[config.mk]
export PLATFORM = sky130hd
export DESIGN_NAME = prince_state_router
export DESIGN_NICKNAME = d
export VERILOG_FILES = /design/src/rtl/prince_pkg.sv /design/src/rtl/round_counter.sv /design/src/rtl/prince_state_router.sv
export SDC_FILE = /design/constraint.sdc
export NUM_CORES = 1
export LEC_CHECK = 0
export BUFFER_PORTS_ARGS = -buffer_cell sky130_fd_sc_hd__buf_2
export CAP_MARGIN = 20
export CELL_PAD_IN_SITES_DETAIL_PLACEMENT = 1
export CELL_PAD_IN_SITES_GLOBAL_PLACEMENT = 1
export CORE_UTILIZATION = 35
export DETAILED_ROUTE_END_ITERATION = 10
export PLACE_DENSITY = 0.81
export SYNTH_ARGS = -nofsm -noshare
export SYNTH_HDL_FRONTEND = slang
export SYNTH_SLANG_ARGS = --single-unit
[constraint.sdc]
create_clock -name clk -period 1.7 [get_ports clk]
set_clock_uncertainty 0.2 [all_clocks]
set_input_delay 0.17 -clock clk [delete_from_list [all_inputs] [get_ports clk]]
set_output_delay 0.17 -clock clk [all_outputs]
set_load 0.005 [all_outputs]
[src/rtl/prince_pkg.sv]
// prince_pkg: shared constants and FSM state encoding for the PRINCE round sequencer.
package prince_pkg;
  localparam int DEF_WIDTH  = 64;
  localparam int DEF_ROUNDS = 12;
  localparam int DEF_CNT_W  = 4;
  typedef enum logic [1:0] {
    ST_IDLE = 2'd0,
    ST_RUN  = 2'd1,
    ST_DONE = 2'd2
  } state_e;
endpackage

[src/rtl/round_counter.sv]
// round_counter: round index with clear, load-to-1, increment and terminal flag at ROUNDS-1.
module round_counter
  import prince_pkg::*;
#(
  parameter int ROUNDS = DEF_ROUNDS,
  parameter int CNT_W  = DEF_CNT_W
) (
  input  logic             clk,
  input  logic             rst_n,
  input  logic             clr_i,
  input  logic             load_i,
  input  logic             inc_i,
  output logic [CNT_W-1:0] cnt_o,
  output logic             last_o
);
  logic [CNT_W-1:0] cnt_q, cnt_d;
  // clear outranks load so an abort always lands on index 0
  always_comb cnt_d = clr_i ? '0 : load_i ? CNT_W'(1) : inc_i ? cnt_q + CNT_W'(1) : cnt_q;
  always_ff @(posedge clk or negedge rst_n)
    if (!rst_n) cnt_q <= '0;
    else cnt_q <= cnt_d;
  assign cnt_o  = cnt_q;
  assign last_o = cnt_q == CNT_W'(ROUNDS - 1);
endmodule

[src/rtl/prince_state_router.sv]
// prince_state_router: sequences ROUNDS feedback iterations per encryption and
// steers each round result to the feedback register or the held output register.
module prince_state_router
  import prince_pkg::*;
#(
  parameter int WIDTH  = DEF_WIDTH,
  parameter int ROUNDS = DEF_ROUNDS,
  parameter int CNT_W  = DEF_CNT_W
) (
  input  logic             clk,
  input  logic             rst_n,
  input  logic             in_valid,
  output logic             in_ready,
  output logic             sel,
  input  logic [WIDTH-1:0] d,
  output logic [WIDTH-1:0] fb,
  output logic [CNT_W-1:0] round_idx,
  output logic [WIDTH-1:0] out_data,
  output logic             out_valid,
  input  logic             out_ready,
  input  logic             flush
);
  state_e           state_q;
  logic [WIDTH-1:0] fb_q, out_data_q;
  logic             out_valid_q;
  logic [CNT_W-1:0] cnt;
  logic             last;
  logic             run;
  assign run = state_q == ST_RUN;
  round_counter #(.ROUNDS(ROUNDS), .CNT_W(CNT_W)) u_cnt (
    .clk    (clk),
    .rst_n  (rst_n),
    .clr_i  (flush | (run & last)),
    .load_i (state_q == ST_IDLE & in_valid),
    .inc_i  (run),
    .cnt_o  (cnt),
    .last_o (last)
  );
  always_ff @(posedge clk or negedge rst_n)
    if (!rst_n) begin
      state_q     <= ST_IDLE;
      fb_q        <= '0;
      out_data_q  <= '0;
      out_valid_q <= 1'b0;
    end else if (flush) begin
      state_q     <= ST_IDLE;
      out_valid_q <= 1'b0;
    end else begin
      case (state_q)
        ST_IDLE: if (in_valid) begin
          fb_q    <= d;
          state_q <= ST_RUN;
        end
        ST_RUN: begin
          fb_q <= d;
          if (last) begin
            out_data_q  <= d;
            out_valid_q <= 1'b1;
            state_q     <= ST_DONE;
          end
        end
        ST_DONE: if (out_ready) begin
          out_valid_q <= 1'b0;
          state_q     <= ST_IDLE;
        end
        default: state_q <= ST_IDLE;
      endcase
    end
  // decoded from registered state only, so no input reaches an output combinationally
  assign in_ready  = state_q == ST_IDLE;
  assign sel       = !run;
  assign round_idx = run ? cnt : '0;
  assign fb        = fb_q;
  assign out_data  = out_data_q;
  assign out_valid = out_valid_q;
endmodule

[Yosys cells after proc, flatten, opt, wreduce, memory -nomap -nowiden]
Cells that the tools add are included.
W data, S select, Z words.
Word-level totals
  bits of input ports: 69
  register bits: 135
Operators by class
  bitwise logic cells: 4
  reductions and logical operators: 9
  eq/ne operators: 7
  add/subtract/negate cells: 1
  mux-type cells: 15
Operators by type and width (number)
  $pmux W64 S2: 1
  $mux W64: 1
  $mux W4: 4
  $reduce_and A3 Y1: 4
  $mux W2: 4
  $ne A3 B3 Y1 const B: 2
  $pmux W2 S3: 1
  $reduce_bool A3 Y1: 2
  $add A4 B1 Y4 const B: 1
  $eq A4 B4 Y1 const B: 1
  $mux W1: 3
  $ne A3 B2 Y1 const B: 1
  $and A1 B1 Y1: 2
  $eq A2 B1 Y1 const B: 1
  $eq A2 B2 Y1 const B: 1
  $logic_not A2 Y1: 1
  $ne A2 B2 Y1 const B: 1
  $pmux W1 S2: 1
  $reduce_bool A2 Y1: 1
  $logic_not A1 Y1: 1
  $not A1 Y1: 1
  $or A1 B1 Y1: 1

[Longest topological paths before layout]
Gate-level depths: netlist of run 1.
  depth after elaboration: 4
  mapped depth: 6

[Modules after synthesis]
Synthesis of run 1 repeated with hierarchy kept, for this count alone.
Second synthesis, totals
  cells, all modules: 314
  area total of the unflattened synthesis: 5200.0 sq um
Modules (own cells, without submodules)
  prince_state_router: instances 1, sequential area each 3278.1 sq um, cells an instance 295, area an instance 4988.5 sq um
  round_counter: instances 1, sequential area each 100.1 sq um, cells an instance 19, area an instance 211.5 sq um

[Worst setup path before layout of run 1]
No wires, ideal clock.
  kind: reg-to-reg
  from: register u_cnt.cnt_q[0] (netlist: u_cnt.cnt_o[0])
  to: register out_data_q[14] (netlist: out_data[14])
  cell stages (with the launch flop): 7
  path slack: -0.121 ns
  data arrival time: 1.497 ns
  library setup time: 0.125 ns
  period minus slack after synthesis: 1.821 ns
  cell sequence: dfrtp_1 ha_1 and4b_1 nand2_1 buf_6 buf_6 mux2_2
Between the ends
  longest elaborated chain between the ends: 2
Ends and longest elaborated chain
  start: declaration: line round_counter.sv:16  | logic [CNT_W-1:0] cnt_q, cnt_d;
  start signal: assignment: line round_counter.sv:21  | else cnt_q <= cnt_d;
  $eq A4 B4 Y1: line round_counter.sv:23  | assign last_o = cnt_q == CNT_W'(ROUNDS - 1);
  $reduce_and A3 Y1 (no line)
  end signal: assignment: line prince_state_router.sv:43  | out_data_q <= '0;
  end signal: assignment: line prince_state_router.sv:57  | out_data_q <= d;
  end: declaration: line prince_state_router.sv:24  | logic [WIDTH-1:0] fb_q, out_data_q;
No other way between the ends.
A chain may end at the register's enable or synchronous reset.

[Worst setup path after layout of run 1]
  from: register state_q[1]
  to: output port round_idx[1]
Between the ends
  longest elaborated chain between the ends: 2
Ends and longest elaborated chain
  start: declaration: line prince_state_router.sv:23  | state_e state_q;
  start signal: assignment: line prince_state_router.sv:41  | state_q <= ST_IDLE;
  start signal: assignment: line prince_state_router.sv:46  | state_q <= ST_IDLE;
  start signal: assignment: line prince_state_router.sv:52  | state_q <= ST_RUN;
  $eq A2 B1 Y1: line prince_state_router.sv:29  | assign run = state_q == ST_RUN;
  $mux W4: line prince_state_router.sv:72  | assign round_idx = run ? cnt : '0;
  end: declaration: line prince_state_router.sv:17  | output logic [CNT_W-1:0] round_idx,
No other way between the ends.

==> metrics.txt, run 1 <==
post-synthesis cell count=313; vias per cell=4.75; Setup CP Type=reg -> out; Congestion Overflow GR=0; Synth top area share=64.8%; register area share after synthesis=64.8%; final worst slack=-0.184 ns; GRT Total Usage=20.5%; number of global-route vias before repair=4302; I/O Buffers=203; clk slew on worst S/H paths=0.06 ns; # fillers=1419; Clk Latency, worst-skew pair=0.42 ns; Setup-failing EPs final=134; Post-DRT Antenna Nets=0; die height=124 µm; Hold/Removal Path Class=in -> async; routed vias=3963; run status=finished, violations left; hold_ws=0.0130 ns; peak supply drop=0.667 mV; Setup crit start kind=flip-flop; Placer Congestion=0.741; CTS H-tree depth=4; Final min period=1.88 ns; synthesis warning total=0; Area Overhead vs Synth=66.9%; CTS sink count=135; Clock Path Buffers=2; fin crit share=111%; dpl cells=705; DRT iter0 DRCs=145; TritonRoute pass-1 iters=4; Area contributors post-synth=dfrtp_1, mux2_2, buf_6; largest net degree at the start of global routing=54; design area=8690 µm²; post-DR wirelength/cell=21.0 µm; R2R setup slack=-0.15 ns; number of synthesized register bits=135; Core Region=14500 µm²; final cell count without fillers=835; Die ar.=15400 µm²; Post-DP Area=6640 µm²; Slew Limit Headroom=76.2%; post-synth top area cell=dfrtp_1; Crit path arrival time=1.51 ns; Distinct cells, synth=30; CP Capture Type=primary output; first-pass GRT wire length=23200 µm; Syn Nets=383; crit path max fanout=6; cts bufs inserted=17; clock root buffer=clkbuf_16; die width=124 µm; failing checks=negative setup slack; final max-slew violation count=0; Worst Tran Pin Value=0.357 ns; IO Pins=204; max_cap viols=0; Post-route DRC=0; Critical Path RT=1.33 ns; Pwr Density=992 nW/µm²; Max Fclk=0.531 GHz; initial antenna violation count=0; Cell Area, Synth=5210 µm²; syn avg cell area=16.6 µm²; Routed WL=17500 µm; CTS tree=yes; row count=44; share of layout cells above drive strength 1=65.2%; Leakage=0.00466 µW; total power=8620 µW; RSZ-0062 raised after global routing=true; nets=707; Fin. Hold Viols=0; Initial Util=35.8%; post-detail-place hpwl=9230 µm
==> registers in the layout (all words and copies together) (netlist names) <==
signal       count
u_cnt.cnt_o      4
fb              64
out_data        64
state_q          2
out_valid        1
==> power by group <==
part / internal (µW) / switching, µW
Clock: 2330 / 1420
Sequential: 3450 / 148
Combinational: 784 / 481
Total: 6570 / 2050
==> critical path: stages (launching register included) <==
cell and delay [ns]:
dfrtp_1 0.40, buf_6 0.13, and2b_2 0.23, buf_6 0.12, and2_4 0.13, buf_6 0.08
==> final timing paths <==
check                             startpoint      endpoint  cells after the start
worst max-delay path              state_q[1]  round_idx[1]                      5
worst min-delay path                   rst_n        fb[56]                      2
worst max register to register    state_q[1]         fb[0]                      6
worst min register to register  out_data[17]  out_data[17]                      1
max in group asynchronous              rst_n  out_data[49]                      3
min in group clk                out_data[17]  out_data[17]                      1
==> cells in the final DEF, fill, tap and decap left out, types with 2 or more instances in the layout <==
cell type      Yosys  layout
mux2_4             4      83
buf_6              9      13
nor2_4             1       3
dlygate4sd3_1      0      68
buf_8              0       2
bufinv_16          0       3
mux2_2           119      44
o21ai_0            3       3
clkinvlp_4         0       3
buf_4              0      19
nand3b_1           2       2
buf_12             0       7
clkinv_4           0       2
buf_16             0       3
clkinv_2           0       5
or3_1              2       2
buf_2              1     197
clkbuf_16          0      26
dfrtp_1          135     134
and2_4             0       4
inv_1              3       2
a21oi_1            3       2
==> per-layer routing <==
metal | vias up | global-route usage (%) | part of all wire [%]
met4 | 0 | 9.67 | 1.7
li1 | 1764 | - | -
met2 | 141 | 36.2 | 53
met3 | 25 | 5.59 | 5.1
met5 | - | 0 | 0
met1 | 2033 | 22.7 | 40
==> final cells by class <==
class | count | area [µm²] | share of cell area (%)
repair buffers | 318 | 2430 | 28.0
diodes | 1 | 2.50 | 0.0288
well taps | 184 | 230 | 2.65
inverters | 3 | 11.3 | 0.130
multi-input cells | 162 | 2040 | 23.5
clock inverters | 13 | 155 | 1.78
flip-flops and latches | 135 | 3380 | 38.9
clock buffers | 19 | 443 | 5.09
==> Yosys cell counts <==
| cell type | count |
|---|---|
| dfrtp_1 | 135 |
| mux2_2 | 119 |
| buf_6 | 9 |
| mux2_1 | 5 |
| and2_1 | 4 |
| mux2_4 | 4 |
| a21oi_1 | 3 |
| clkbuf_8 | 3 |
| inv_1 | 3 |
| nor2_1 | 3 |
| o21ai_0 | 3 |
| nand2_1 | 2 |
| nand3b_1 | 2 |
| or3_1 | 2 |
| a22oi_1 | 1 |
| a31oi_1 | 1 |
| a32oi_1 | 1 |
| and2b_1 | 1 |
| and4b_1 | 1 |
| buf_2 | 1 |
| clkbuf_2 | 1 |
| ha_1 | 1 |
| nand2b_1 | 1 |
| nand3_1 | 1 |
| nand4_1 | 1 |
| nor2_4 | 1 |
| nor3_1 | 1 |
| nor3b_1 | 1 |
| o21bai_1 | 1 |
| o41ai_1 | 1 |
==> cells by family after synthesis <==
kind of cell / count (synthesis) / share of synthesized area (%)
mux: 128 / 28.0
flops: 135 / 64.8
fa+ha+maj: 1 / 0.240
compound gates: 11 / 1.32
buf+inv: 17 / 3.15
simple gates: 21 / 2.50
==> repair_timing <==
| action | 4_1_cts | 5_1_grt |
|---|---|---|
| endpoints found under the hold margin | 270 | 0 |
| pin swaps | 6 | 5 |
| resized for setup | 35 | 60 |
| setup endpoints to repair | 84 | 134 |
| cloned | 3 | 14 |
| hold buffers | 68 | 0 |
| setup buffers | 10 | 4 |
==> per-stage QoR <==
step	TNS [ns]	setup slack (ns)	utilization (%)
global route	-21.17	-0.242	59.8
floorplan	-4.58	-0.0764	-
global placement	-4.30	-0.0792	45.7
detailed placement	-6.56	-0.127	45.7
CTS	-15.26	-0.167	56.4
finish	-13.82	-0.184	59.8
(Power assumes the default switching activity.)
==> run 2, diff against run 1 <==
- GPL_TIMING_DRIVEN: not set -> 0
==> run 2 against run 1 <==
Net effect:
- the run still ends with negative setup slack left
- combinational power is essentially flat
- die area unchanged
- design area about the same
- cell count fell by 0.48%
- routed wire length increased by 0.32%
- worst hold slack improved by 0.15 ns
- non-clock buffer count down 1
- critical endpoint is now out_data[21]
- largest power group is now sequential cells
==> metrics.txt, run 2 (synthesis gave the netlist of run 1 again) <==
final worst slack=-0.248 ns (-0.0640 ns); cts bufs inserted=17 (unchanged); Die ar.=15400 µm² (unchanged); peak supply drop=0.660 mV (-1.1%); share of layout cells above drive strength 1=64.6% (-0.62 points); total power=8250 µW (-4.3%); delay-heaviest family, CP=buffers and inverters; Final min period=1.95 ns (+0.0640 ns); nets=705 (-0.28%); most common cell after layout, fill and taps aside=buf_2; Max Fclk=0.513 GHz (-3.3%); routed vias=3928 (-0.88%); most frequent cells in the layout=buf_2, dfrtp_1, mux2_4; CP Capture Type=flip-flop; Slew Limit Headroom=52.6% (-24 points); Worst Tran Pin Value=0.711 ns (+0.354 ns); vias per cell=4.73 (-0.41%); multi-input combinational cell area=2090 µm² (+2.3%); RSZ-0062 raised after global routing=true; setup TNS=-18.22 ns (-4.41 ns); clock root buffer=clkbuf_16; Initial Util=35.8% (unchanged); R2R setup slack=-0.25 ns (-0.10 ns); Setup CP Type=reg -> reg; Critical Path RT=1.80 ns (+0.47 ns); die width=124 µm (unchanged); GRT Total Usage=21.7% (+1.2 points); post-detail-place hpwl=9690 µm (+5.0%); Post-DRT Antenna Nets=0 (unchanged); Setup-failing EPs final=132 (-1.5%); Fin. Hold Viols=0 (unchanged); Leakage=0.00470 µW (+0.98%); RR Endpoint=out_data[21]; slowest cell delay on critical path=0.39 ns (about the same); final max-slew violation count=0 (unchanged); initial antenna violation count=0 (unchanged); Congestion Overflow GR=0 (unchanged); max_cap viols=0 (unchanged); pre-CTS worst setup slack=-0.318 ns (-0.191 ns); Placer Congestion=0.726 (-2.1%); Final Core Density=59.9% (about the same); Post-route DRC=0 (unchanged); IO Pins=204 (unchanged); storage element area=3380 µm² (unchanged); Hold/Removal Path Class=in -> async; Routed WL=17600 µm (+0.32%); worst reg2reg startpoint=u_cnt.cnt_o[1]; Area Overhead vs Synth=67.0% (about the same); post-DR wirelength/cell=21.2 µm (+0.80%); TritonRoute pass-1 iters=4 (unchanged); Pwr Density=948 nW/µm² (-4.4%); die height=124 µm (unchanged); clk slew on worst S/H paths=0.06 ns (about the same); largest net degree at the start of global routing=77 (+43%); CTS sink count=135 (unchanged); worst-path cell chain=ha_2, and4b_2, nand2_2, buf_6, buf_12, clkbuf_16, mux2_4; slowest CP cell=dfrtp_1; first-pass GRT wire length=24400 µm (+5.0%); diode count=0 (-1); Core Region=14500 µm² (unchanged); number of global-route vias before repair=4494 (+4.5%); crit path max fanout=5 (-1); Clock Path Buffers=2 (unchanged); FF-to-FF path depth=7 (+1); Clk Latency, worst-skew pair=0.42 ns (about the same); row count=44 (unchanged); DRT iter0 DRCs=102 (-30%); run status=finished, violations left; # fillers=1399 (-1.4%); CTS H-tree depth=4 (unchanged); Setup crit start kind=flip-flop; I/O Buffers=202 (-0.49%); Crit path arrival time=2.05 ns (+0.54 ns); Buf/Inv on CP=3 (unchanged); failing checks=negative setup slack; CTS tree=yes; fin crit share=115% (+3.8 points)
[run 2: metrics by stage]
step | cells | hold WS, ns | instance area, µm²
after detailed placement | 700 | 0.0410 | 6600
after global placement | 699 | 0.179 | 6560
after CTS | 817 | 0.165 | 8160
after floorplan | 313 | -0.326 | 5320
after global routing | 831 | 0.220 | 8700
final | 831 | 0.160 | 8700
[run 2: layer usage]
metal | routed length (µm) | vias up | global-route usage, % | part of all wire, %
li1 | - | 1751 | - | -
met1 | 6780 | 2018 | 22.9 | 39
met5 | 0 | - | 0 | 0
met2 | 9520 | 141 | 40.0 | 54
met3 | 1050 | 18 | 7.28 | 6.0
met4 | 227 | 0 | 7.51 | 1.3
[run 2: report_power, final]
group          switching [µW]  internal [µW]  leakage [µW]
combinational             483            774       0.00271
clock                    1380           2000      0.000258
sequential                157           3450       0.00174
[run 2: how the worst max path moves through the flow]
stage                    to  cells after the start      startpoint
3_3_place_gp         fb[50]                      1           rst_n
6_report       out_data[21]                      7  u_cnt.cnt_o[1]
2_1_floorplan  out_data[14]                      6  u_cnt.cnt_o[1]
3_5_place_dp         fb[40]                      4      state_q[1]
5_1_grt        out_data[31]                      7  u_cnt.cnt_o[1]
4_1_cts        out_data[17]                      7  u_cnt.cnt_o[0]
[run 2: repair_timing]
item / 4_1_cts / 5_1_grt
endpoints found under the hold margin: 210 / 0
hold buffers: 68 / 0
buffers inserted: 16 / 4
gates cloned: 2 / 11
setup endpoints to repair: 135 / 135
pin swaps: 7 / 4
gates resized for setup: 37 / 79
[run 2: layout make-up]
type	instances	area share [%]
Clock buffer	24	5.65
Inverter	3	0.129
Sequential cell	135	38.8
Buffer	14	2.89
Multi-Input combinational cell	161	24.0
Tap cell	184	2.65
Timing Repair Buffer	303	25.3
Clock inverter	7	0.532
